<file path="src/rtl/lsu_pkg.sv">
// Shared definitions for the load/store unit.
//   - RISC-V funct3 size/sign codes for loads and stores
//   - FSM state encoding
//   - byte-lane widths and a funct3 legality helper
package lsu_pkg;

    // funct3 codes (bit 2 set = zero-extending load)
    localparam logic [2:0] F3_B  = 3'b000;
    localparam logic [2:0] F3_H  = 3'b001;
    localparam logic [2:0] F3_W  = 3'b010;
    localparam logic [2:0] F3_BU = 3'b100;
    localparam logic [2:0] F3_HU = 3'b101;

    // Byte-lane helpers: 4 lanes of 8 bits in a 32-bit word
    localparam int unsigned ByteW = 8;
    localparam int unsigned HalfW = 16;
    localparam int unsigned LaneW = 2;

    typedef enum logic [2:0] {
        StIdle   = 3'd0,
        StRead   = 3'd1,
        StMerge  = 3'd2,
        StWrite  = 3'd3,
        StLoadWb = 3'd4,
        StDone   = 3'd5
    } lsu_state_e;

    // Stores only know B/H/W; loads additionally have the unsigned variants
    function automatic logic f3_legal(input logic we, input logic [2:0] f3);
        logic ok;
        ok = 1'b0;
        case (f3)
            F3_B, F3_H, F3_W: ok = 1'b1;
            F3_BU, F3_HU:     ok = ~we;
            default:          ok = 1'b0;
        endcase
        return ok;
    endfunction

endpackage

</file>
<file path="src/rtl/lsu_align.sv">
// Combinational byte-lane logic for the load/store unit.
//   we_i          1 = store, 0 = load
//   funct3_i      RISC-V size/sign code
//   offset_i      byte offset within the word (addr[1:0])
//   rdata_i       word read from RAM
//   wdata_i       store data (low bytes used for SB/SH)
//   load_data_o   extracted, sign/zero-extended load result
//   merge_data_o  RAM word with the store lane(s) replaced
//   err_o         illegal funct3 or misaligned access
module lsu_align
    import lsu_pkg::*;
#(
    parameter int unsigned N = 32
) (
    input  logic             we_i,
    input  logic [2:0]       funct3_i,
    input  logic [LaneW-1:0] offset_i,
    input  logic [N-1:0]     rdata_i,
    input  logic [N-1:0]     wdata_i,
    output logic [N-1:0]     load_data_o,
    output logic [N-1:0]     merge_data_o,
    output logic             err_o
);

    logic [N-1:0] shifted;
    logic         misaligned;

    // Alignment depends only on the size bits; illegal codes are caught by f3_legal
    always_comb begin
        misaligned = 1'b0;
        case (funct3_i[1:0])
            2'b01:   misaligned = offset_i[0];
            2'b10:   misaligned = (offset_i != 2'b00);
            default: misaligned = 1'b0;
        endcase
        err_o = ~f3_legal(we_i, funct3_i) | misaligned;
    end

    // Load path: bring the addressed lane down to bit 0, then extend
    always_comb begin
        shifted     = rdata_i >> {offset_i, 3'b000};
        load_data_o = rdata_i;
        case (funct3_i)
            F3_B:    load_data_o = {{(N - ByteW){shifted[ByteW-1]}}, shifted[ByteW-1:0]};
            F3_BU:   load_data_o = {{(N - ByteW){1'b0}}, shifted[ByteW-1:0]};
            F3_H:    load_data_o = {{(N - HalfW){shifted[HalfW-1]}}, shifted[HalfW-1:0]};
            F3_HU:   load_data_o = {{(N - HalfW){1'b0}}, shifted[HalfW-1:0]};
            default: load_data_o = rdata_i;
        endcase
    end

    // Store path: overwrite only the target lane(s) of the word just read
    always_comb begin
        merge_data_o = rdata_i;
        case (funct3_i)
            F3_B:    merge_data_o[{offset_i, 3'b000} +: ByteW] = wdata_i[ByteW-1:0];
            F3_H:    merge_data_o[{offset_i[1], 4'b0000} +: HalfW] = wdata_i[HalfW-1:0];
            default: merge_data_o = wdata_i;
        endcase
    end

endmodule

</file>
<file path="src/rtl/load_store_unit.sv">
// Load/store unit: turns byte-addressed RISC-V loads/stores into word accesses
// on a RAM with one-cycle registered read.
//   clk, rst          clock, synchronous active-high reset
//   req_valid/ready   request handshake (ready only when idle)
//   req_we            1 = store, 0 = load
//   req_funct3        size/sign code
//   req_addr          byte address (bits above ADDR_W+1 ignored)
//   req_wdata         store data
//   resp_valid        one-cycle completion pulse
//   resp_rdata        load result, 0 for stores/errors, held until next completion
//   resp_err          misaligned or illegal funct3, held until next completion
//   mem_we/addr/wdata RAM write enable, word address, write data
//   mem_rdata         RAM read data, valid the cycle after mem_addr
module load_store_unit
    import lsu_pkg::*;
#(
    parameter int unsigned N      = 32,
    parameter int unsigned ADDR_W = 10
) (
    input  logic              clk,
    input  logic              rst,
    input  logic              req_valid,
    output logic              req_ready,
    input  logic              req_we,
    input  logic [2:0]        req_funct3,
    input  logic [31:0]       req_addr,
    input  logic [N-1:0]      req_wdata,
    output logic              resp_valid,
    output logic [N-1:0]      resp_rdata,
    output logic              resp_err,
    output logic              mem_we,
    output logic [ADDR_W-1:0] mem_addr,
    output logic [N-1:0]      mem_wdata,
    input  logic [N-1:0]      mem_rdata
);

    localparam int unsigned AW = ADDR_W + 2;

    lsu_state_e state_q, state_d;

    logic          we_q, we_d;
    logic [2:0]    funct3_q, funct3_d;
    logic [AW-1:0] addr_q, addr_d;
    logic [N-1:0]  wdata_q, wdata_d;
    logic [N-1:0]  rdata_q, rdata_d;
    logic          err_q, err_d;

    logic          idle;
    logic          accept;
    logic          cur_we;
    logic [2:0]    cur_funct3;
    logic [AW-1:0] cur_addr;
    logic [N-1:0]  load_data;
    logic [N-1:0]  merge_data;
    logic          align_err;

    // Upper address bits are ignored so word addresses wrap
    logic unused_addr_hi;
    assign unused_addr_hi = ^req_addr[31:AW];

    assign idle   = (state_q == StIdle);
    assign accept = req_valid & req_ready;

    // The error check must see the live request in IDLE; later the latched copy
    assign cur_we     = idle ? req_we     : we_q;
    assign cur_funct3 = idle ? req_funct3 : funct3_q;
    assign cur_addr   = idle ? req_addr[AW-1:0] : addr_q;

    lsu_align #(
        .N (N)
    ) u_align (
        .we_i         (cur_we),
        .funct3_i     (cur_funct3),
        .offset_i     (cur_addr[LaneW-1:0]),
        .rdata_i      (mem_rdata),
        .wdata_i      (wdata_q),
        .load_data_o  (load_data),
        .merge_data_o (merge_data),
        .err_o        (align_err)
    );

    always_comb begin
        state_d  = state_q;
        we_d     = we_q;
        funct3_d = funct3_q;
        addr_d   = addr_q;
        wdata_d  = wdata_q;
        rdata_d  = rdata_q;
        err_d    = err_q;

        unique case (state_q)
            StIdle: begin
                if (accept) begin
                    we_d     = req_we;
                    funct3_d = req_funct3;
                    addr_d   = req_addr[AW-1:0];
                    wdata_d  = req_wdata;
                    if (align_err) begin
                        state_d = StDone;
                        rdata_d = '0;
                        err_d   = 1'b1;
                    end else if (req_we && (req_funct3 == F3_W)) begin
                        state_d = StWrite;
                    end else begin
                        state_d = StRead;
                    end
                end
            end
            StRead: begin
                state_d = we_q ? StMerge : StLoadWb;
            end
            StMerge, StWrite: begin
                state_d = StDone;
                rdata_d = '0;
                err_d   = 1'b0;
            end
            StLoadWb: begin
                state_d = StDone;
                rdata_d = load_data;
                err_d   = 1'b0;
            end
            StDone: begin
                state_d = StIdle;
            end
            default: begin
                state_d = StIdle;
            end
        endcase
    end

    always_ff @(posedge clk) begin
        if (rst) begin
            state_q  <= StIdle;
            we_q     <= 1'b0;
            funct3_q <= 3'b000;
            addr_q   <= '0;
            wdata_q  <= '0;
            rdata_q  <= '0;
            err_q    <= 1'b0;
        end else begin
            state_q  <= state_d;
            we_q     <= we_d;
            funct3_q <= funct3_d;
            addr_q   <= addr_d;
            wdata_q  <= wdata_d;
            rdata_q  <= rdata_d;
            err_q    <= err_d;
        end
    end

    // Gating with rst keeps a reset that lands mid-store from reaching the RAM
    assign req_ready  = idle & ~rst;
    assign resp_valid = (state_q == StDone) & ~rst;
    assign mem_we     = ((state_q == StWrite) | (state_q == StMerge)) & ~rst;
    assign mem_addr   = addr_q[AW-1:2];
    assign mem_wdata  = (state_q == StMerge) ? merge_data : wdata_q;
    assign resp_rdata = rdata_q;
    assign resp_err   = err_q;

endmodule

</file>
<file path="config.mk">
export PLATFORM = sky130hd
export DESIGN_NAME = load_store_unit
export DESIGN_NICKNAME = d
export VERILOG_FILES = /design/src/rtl/lsu_pkg.sv /design/src/rtl/lsu_align.sv /design/src/rtl/load_store_unit.sv
export SDC_FILE = /design/constraint.sdc
export NUM_CORES = 1
export LEC_CHECK = 0
export ABC_AREA = 1
export BUFFER_PORTS_ARGS = -buffer_cell sky130_fd_sc_hd__buf_2
export CAP_MARGIN = 20
export CORE_MARGIN = 2
export CORE_UTILIZATION = 45
export CTS_CLUSTER_SIZE = 10
export DETAILED_ROUTE_END_ITERATION = 16
export PLACE_DENSITY = 0.72
export REMOVE_ABC_BUFFERS = 1
export SLEW_MARGIN = 25
export SYNTH_ARGS = -nofsm -noshare
export SYNTH_HDL_FRONTEND = slang
export SYNTH_SLANG_ARGS = --single-unit
export TNS_END_PERCENT = 20
</file>
<file path="constraint.sdc">
create_clock -name clk -period 10.05 [get_ports clk]
set_clock_uncertainty 0.05 [all_clocks]
set_input_delay 2.01 -clock clk [delete_from_list [all_inputs] [get_ports clk]]
set_output_delay 2.01 -clock clk [all_outputs]
set_load 0.01 [all_outputs]
</file>
==> results of run 1 <==
[how the worst min path moves through the flow]
stage	startpoint	to	slack, ns	cells after the start
final	resp_err	resp_err	0.41	2
after global routing	resp_rdata[2]	resp_rdata[2]	0.43	2
after CTS	resp_err	resp_err	0.41	2
after detailed placement	resp_err	resp_err	0.40	2
after global placement	resp_err	resp_err	0.40	2
after floorplan	wdata_q[16]	wdata_q[16]	0.39	2
[cell usage in the layout (no fill, tap or decap)]
cell / instances
o31ai_1: 36
o21ai_0: 129
nor2_2: 2
clkinvlp_4: 2
a21oi_1: 33
inv_1: 93
a21oi_2: 1
nand2_1: 261
nand2_4: 1
nor2_4: 3
clkbuf_8: 1
nor2_1: 62
ha_1: 6
dfxtp_1: 84
buf_2: 160
o22ai_1: 24
nor3_2: 1
nand2_2: 8
o21ai_1: 25
inv_6: 1
or2_2: 7
o21ai_2: 1
nor3_1: 3
o211ai_1: 10
nand3_4: 1
buf_4: 5
clkbuf_16: 9
bufinv_16: 1
clkinv_4: 2
nor3b_4: 1
nand3_2: 2
inv_2: 3
clkinv_1: 1
a31oi_1: 4
nand3_1: 59
[logic make-up after synthesis]
group                    after synthesis  share of synthesized area (%)
AO/OA/AOI/OAI                        263                           25.9
adder cells (fa/ha/maj)                6                           1.32
flip-flops                            84                           29.6
buffers and inverters                169                           12.8
AND/OR/NAND/NOR                      411                           30.4
[state kept, by name, summed over array words and instances (netlist names)]
name        count
resp_err        1
addr_q         12
we_q            1
wdata_q        32
funct3_q        3
state_q         3
resp_rdata     32
[area by class of cell]
| cell class | count | area [µm²] |
|---|---|---|
| Clock buffer | 10 | 239 |
| Clock inverter | 6 | 71.3 |
| Multi-Input combinational cell | 680 | 3290 |
| Fill cell | 1340 | 5770 |
| Inverter | 97 | 364 |
| Timing Repair Buffer | 165 | 838 |
| Tap cell | 172 | 215 |
| Sequential cell | 84 | 1680 |
[report_power, final]
part | switching, mW | internal [mW]
Clock | 0.143 | 0.201
Combinational | 0.636 | 0.293
Sequential | 0.0381 | 0.403
Total | 0.818 | 0.897
[routing by layer]
metal	share of wire [%]	GRT usage [%]	vias to the layer above	wire length, µm
li1	-	-	3267	-
met1	48	36.7	2706	8040
met2	44	35.9	224	7360
met3	7.4	3.94	15	1250
met4	1.4	8.81	0	231
met5	0	0	-	0
[critical path, cell delays in order]
cell	delay, ns
buf_2	0.11
nand3_1	0.08
nand2_2	0.46
inv_2	0.96
ha_1	0.52
nor2_1	0.52
nand2_1	0.15
o21ai_0	0.18
o21ai_0	0.11
o22ai_1	0.14
nand2_1	0.06
o21ai_1	0.12
buf_2	0.18
==> metrics.cfg, run 1 <==
[outcome]
status = finished clean

[job]
drv_cap = 0

[worst_setup_path]
rr_worst_depth = 14
critPathKind = in -> out
reg2reg_slack_ns = 5.84
cp-start-kind = primary input
crit_fanout = 57
cp.required_ns = 7.99
crit_end = mem_wdata[10]
r2r-start = state_q[2]
cp-startpoint = req_addr[1]
cp.arrival_ns = 5.65
endpoint_kind = output port
r2r-end = resp_rdata[21]

[place]
io_buffers = 160
gp_congestion = 0.868
dp_hpwl_mm = 11.3
dp.cells = 1198
placed_area_mm2 = 0.00639
dp_slack_ns = 2.47

[timing]
fin_setup_tns_ns = 0
tightest_slew_ns = 0.983
timing.hold.ws_ns = 0.405
slew_headroom_pct = 34.4
rsz0062_at_grt = false
maxSlewViolCount = 0
worst_slack_ns = 2.34
setup_viol = 0
period_share_pct = 76.8
hold_viol_final = 0
min_period_ns = 7.71
max_freq_mhz = 130

[grt]
grt_pass1_vias = 5263
grt_max_degree = 97
grt_pass1_wl_mm = 26.8
grt.overflow.total = 0
track_usage_pct = 24.7
antenna_found_initial = 0

[finish]
syn2layout_area_growth_pct = 17.8
finalCoreUtilization_pct = 53.7
n_antenna_cell = 0
finalNonFillerCells = 1214
final_area_mm2 = 0.00670
final_nets = 1146
layout-drive-gt1-share_pct = 20.3

[pwr]
irDropWorstVdd_mv = 0.0994
p_leak_nw = 3.14
power.density_mw_per_mm2 = 256
power_mw = 1.72

[synthesis]
synthTopCellsByCount = nand2_1, o21ai_0, inv_1
synth_flop_cell = dfxtp_1
postSynthCellCount = 933
ys_ff_latch = 84
synth_edf_count = 0
synthesis.area_mm2 = 0.00569
synth_warnings = 0
ys_types = 30
ys_seq_area_share_pct = 29.6
yosys-top-cells-area = dfxtp_1, nand2_1, o21ai_0
async_flop_share_pct = 0
yosys.area.top_type = dfxtp_1
synth_area_per_cell_um2 = 6.10
synth_most_common_cell = nand2_1
synth_top_area_share_pct = 29.6

[cts]
post_cts_buffers = 0
clk_latency_ns = 0.35
htree_levels = 3
cts_tree = done
cts_resized = 0
cts_hold_buf = 0
path_clk_slew_ns = 0.06
cts_buffers = 9
clock-sinks = 84
root_buffer = clkbuf_16
clock_path_buffers = 2

[routing]
viasPerCell = 5.12
drtIter0Drc = 812
drc = 0
detail-route-antenna-nets = 0
vias = 6212
avgRoutedWirePerCell_um = 13.9
wirelength_mm = 16.9
firstDrtPassIters = 6

[floorplanning]
dieArea_mm2 = 0.0136
coreArea_mm2 = 0.0125
die_w_um = 116
die_h_um = 116
start_util_pct = 45.6
ios = 181
rows = 41

[min_path]
hold_class = reg -> reg

Note: power is estimated with default switching activity, not from simulation.
==> run 2: changes to the inputs <==
==> constraint.sdc (replaced) <==
create_clock -name clk -period 8.04 [get_ports clk]
set_clock_uncertainty 0.05 [all_clocks]
set_input_delay 1.608 -clock clk [delete_from_list [all_inputs] [get_ports clk]]
set_output_delay 1.608 -clock clk [all_outputs]
set_load 0.01 [all_outputs]
==> metrics.cfg, run 2 (synthesis gave the netlist of run 1 again) <==
[floorplanning]
die_h_um = 116
start_util_pct = 45.6
rows = 41
ios = 181
dieArea_mm2 = 0.0136
die_w_um = 116
coreArea_mm2 = 0.0125

[worst_setup_path]
crit_fanout = 34
critPathKind = in -> out
cp-start-kind = primary input
cp.arrival_ns = 4.65
endpoint_kind = output port
r2r-end = resp_rdata[12]
rr_worst_depth = 15
cp.required_ns = 6.38
reg2reg_slack_ns = 4.07
r2r-start = state_q[2]

[timing]
slew_headroom_pct = 36.3
setup_viol = 0
min_period_ns = 6.31
max_freq_mhz = 159
maxSlewViolCount = 0
tightest_slew_ns = 0.955
fin_setup_tns_ns = 0
hold_viol_final = 0
rsz0062_at_grt = false
period_share_pct = 78.5

[routing]
detail-route-antenna-nets = 0
wirelength_mm = 17.0
firstDrtPassIters = 5
vias = 6311
drc = 0
viasPerCell = 5.19
drtIter0Drc = 734
avgRoutedWirePerCell_um = 14.0

[grt]
grt_pass1_vias = 5219
antenna_found_initial = 0
track_usage_pct = 24.7
grt_pass1_wl_mm = 26.5
grt.overflow.total = 0
grt_max_degree = 97

[finish]
n_antenna_cell = 0
syn2layout_area_growth_pct = 18.2
multiInputGateArea_mm2 = 0.00329
mostFrequentLayoutCell = nand2_1
final_nets = 1147
fill_cells = 1317
mostFrequentLayoutCells = nand2_1, buf_2, o21ai_0
ff_latch_area_mm2 = 0.00168
layout-drive-gt1-share_pct = 20.4

[min_path]
hold_class = reg -> reg
hold_depth = 2
hold_end = resp_rdata[26]
hold_start = resp_rdata[26]

[cts]
clk_latency_ns = 0.35
root_buffer = clkbuf_16
htree_levels = 3
path_clk_slew_ns = 0.06
post_cts_buffers = 0
cts_tree = done
clock_path_buffers = 2
cts_buffers = 9
cts_resized = 0
clock-sinks = 84
cts_hold_buf = 0

[pwr]
power_mw = 2.17
power.density_mw_per_mm2 = 323
irDropWorstVdd_mv = 0.144
p_leak_nw = 3.16

[place]
gp_congestion = 0.883
dp_hpwl_mm = 11.5
io_buffers = 160

[job]
drv_cap = 0

[outcome]
status = finished clean

## run 2: cell count changes in the layout (fill, tap and decap cells not counted), sizes merged
| cell | previous run | this run |
|---|---|---|
| buf | 165 | 166 |
| inv | 97 | 96 |
| clkinv | 3 | 5 |
| clkinvlp | 2 | 0 |
| bufinv | 1 | 2 |
## run 2: where the power goes
| group | internal [mW] | total [mW] | switching (mW) | leakage, nW |
|---|---|---|---|---|
| sequential | 0.504 | 0.553 | 0.0486 | 0.687 |
| clock | 0.280 | 0.458 | 0.178 | 0.162 |
| combinational | 0.368 | 1.16 | 0.791 | 2.31 |
## run 2: worst max-delay path by stage
stage | end | slack, ns | startpoint | depth (start not counted)
final | mem_wdata[7] | 1.73 | req_funct3[1] | 9
after global placement | mem_wdata[10] | 1.68 | req_funct3[1] | 9
after global routing | mem_wdata[18] | 1.40 | req_funct3[1] | 9
after CTS | mem_wdata[1] | 1.71 | req_funct3[1] | 9
after floorplan | mem_wdata[16] | 2.28 | req_funct3[1] | 7
after detailed placement | mem_wdata[10] | 1.72 | req_funct3[1] | 9
## run 2: layout make-up
cell class | count | share of cell area (%)
inverters | 97 | 5.42
clock buffers | 10 | 3.55
multi-input cells | 680 | 48.9
repair buffers | 166 | 12.6
clock inverters | 6 | 1.30
flip-flops and latches | 84 | 25.0
well taps | 172 | 3.20
## run 2: critical path, cell delays in order
cell     delay, ns
buf_2         0.12
o21ai_2       0.70
ha_1          0.33
inv_1         0.10
nor2_4        0.54
o21ai_1       0.11
inv_1         0.71
o21ai_0       0.22
buf_2         0.19
## run 2: per-stage QoR
step	hold slack (ns)	worst slack [ns]	cell area (µm²)	util (%)	cells
after floorplan	0.390	2.28	5330	-	861
after global placement	0.395	1.68	6390	51.3	1199
after detailed placement	0.402	1.72	6400	51.3	1199
after CTS	0.412	1.71	6720	53.9	1215
after global routing	0.423	1.40	6720	53.9	1215
final	0.411	1.73	6720	53.9	1215
## run 2: per-layer routing
| layer | up-vias | track usage (%) | routed length [µm] |
|---|---|---|---|
| met5 | - | 0 | 0 |
| met1 | 2767 | 35.8 | 7770 |
| met2 | 240 | 36.2 | 7450 |
| li1 | 3274 | - | - |
| met4 | 0 | 10.8 | 438 |
| met3 | 30 | 3.68 | 1310 |
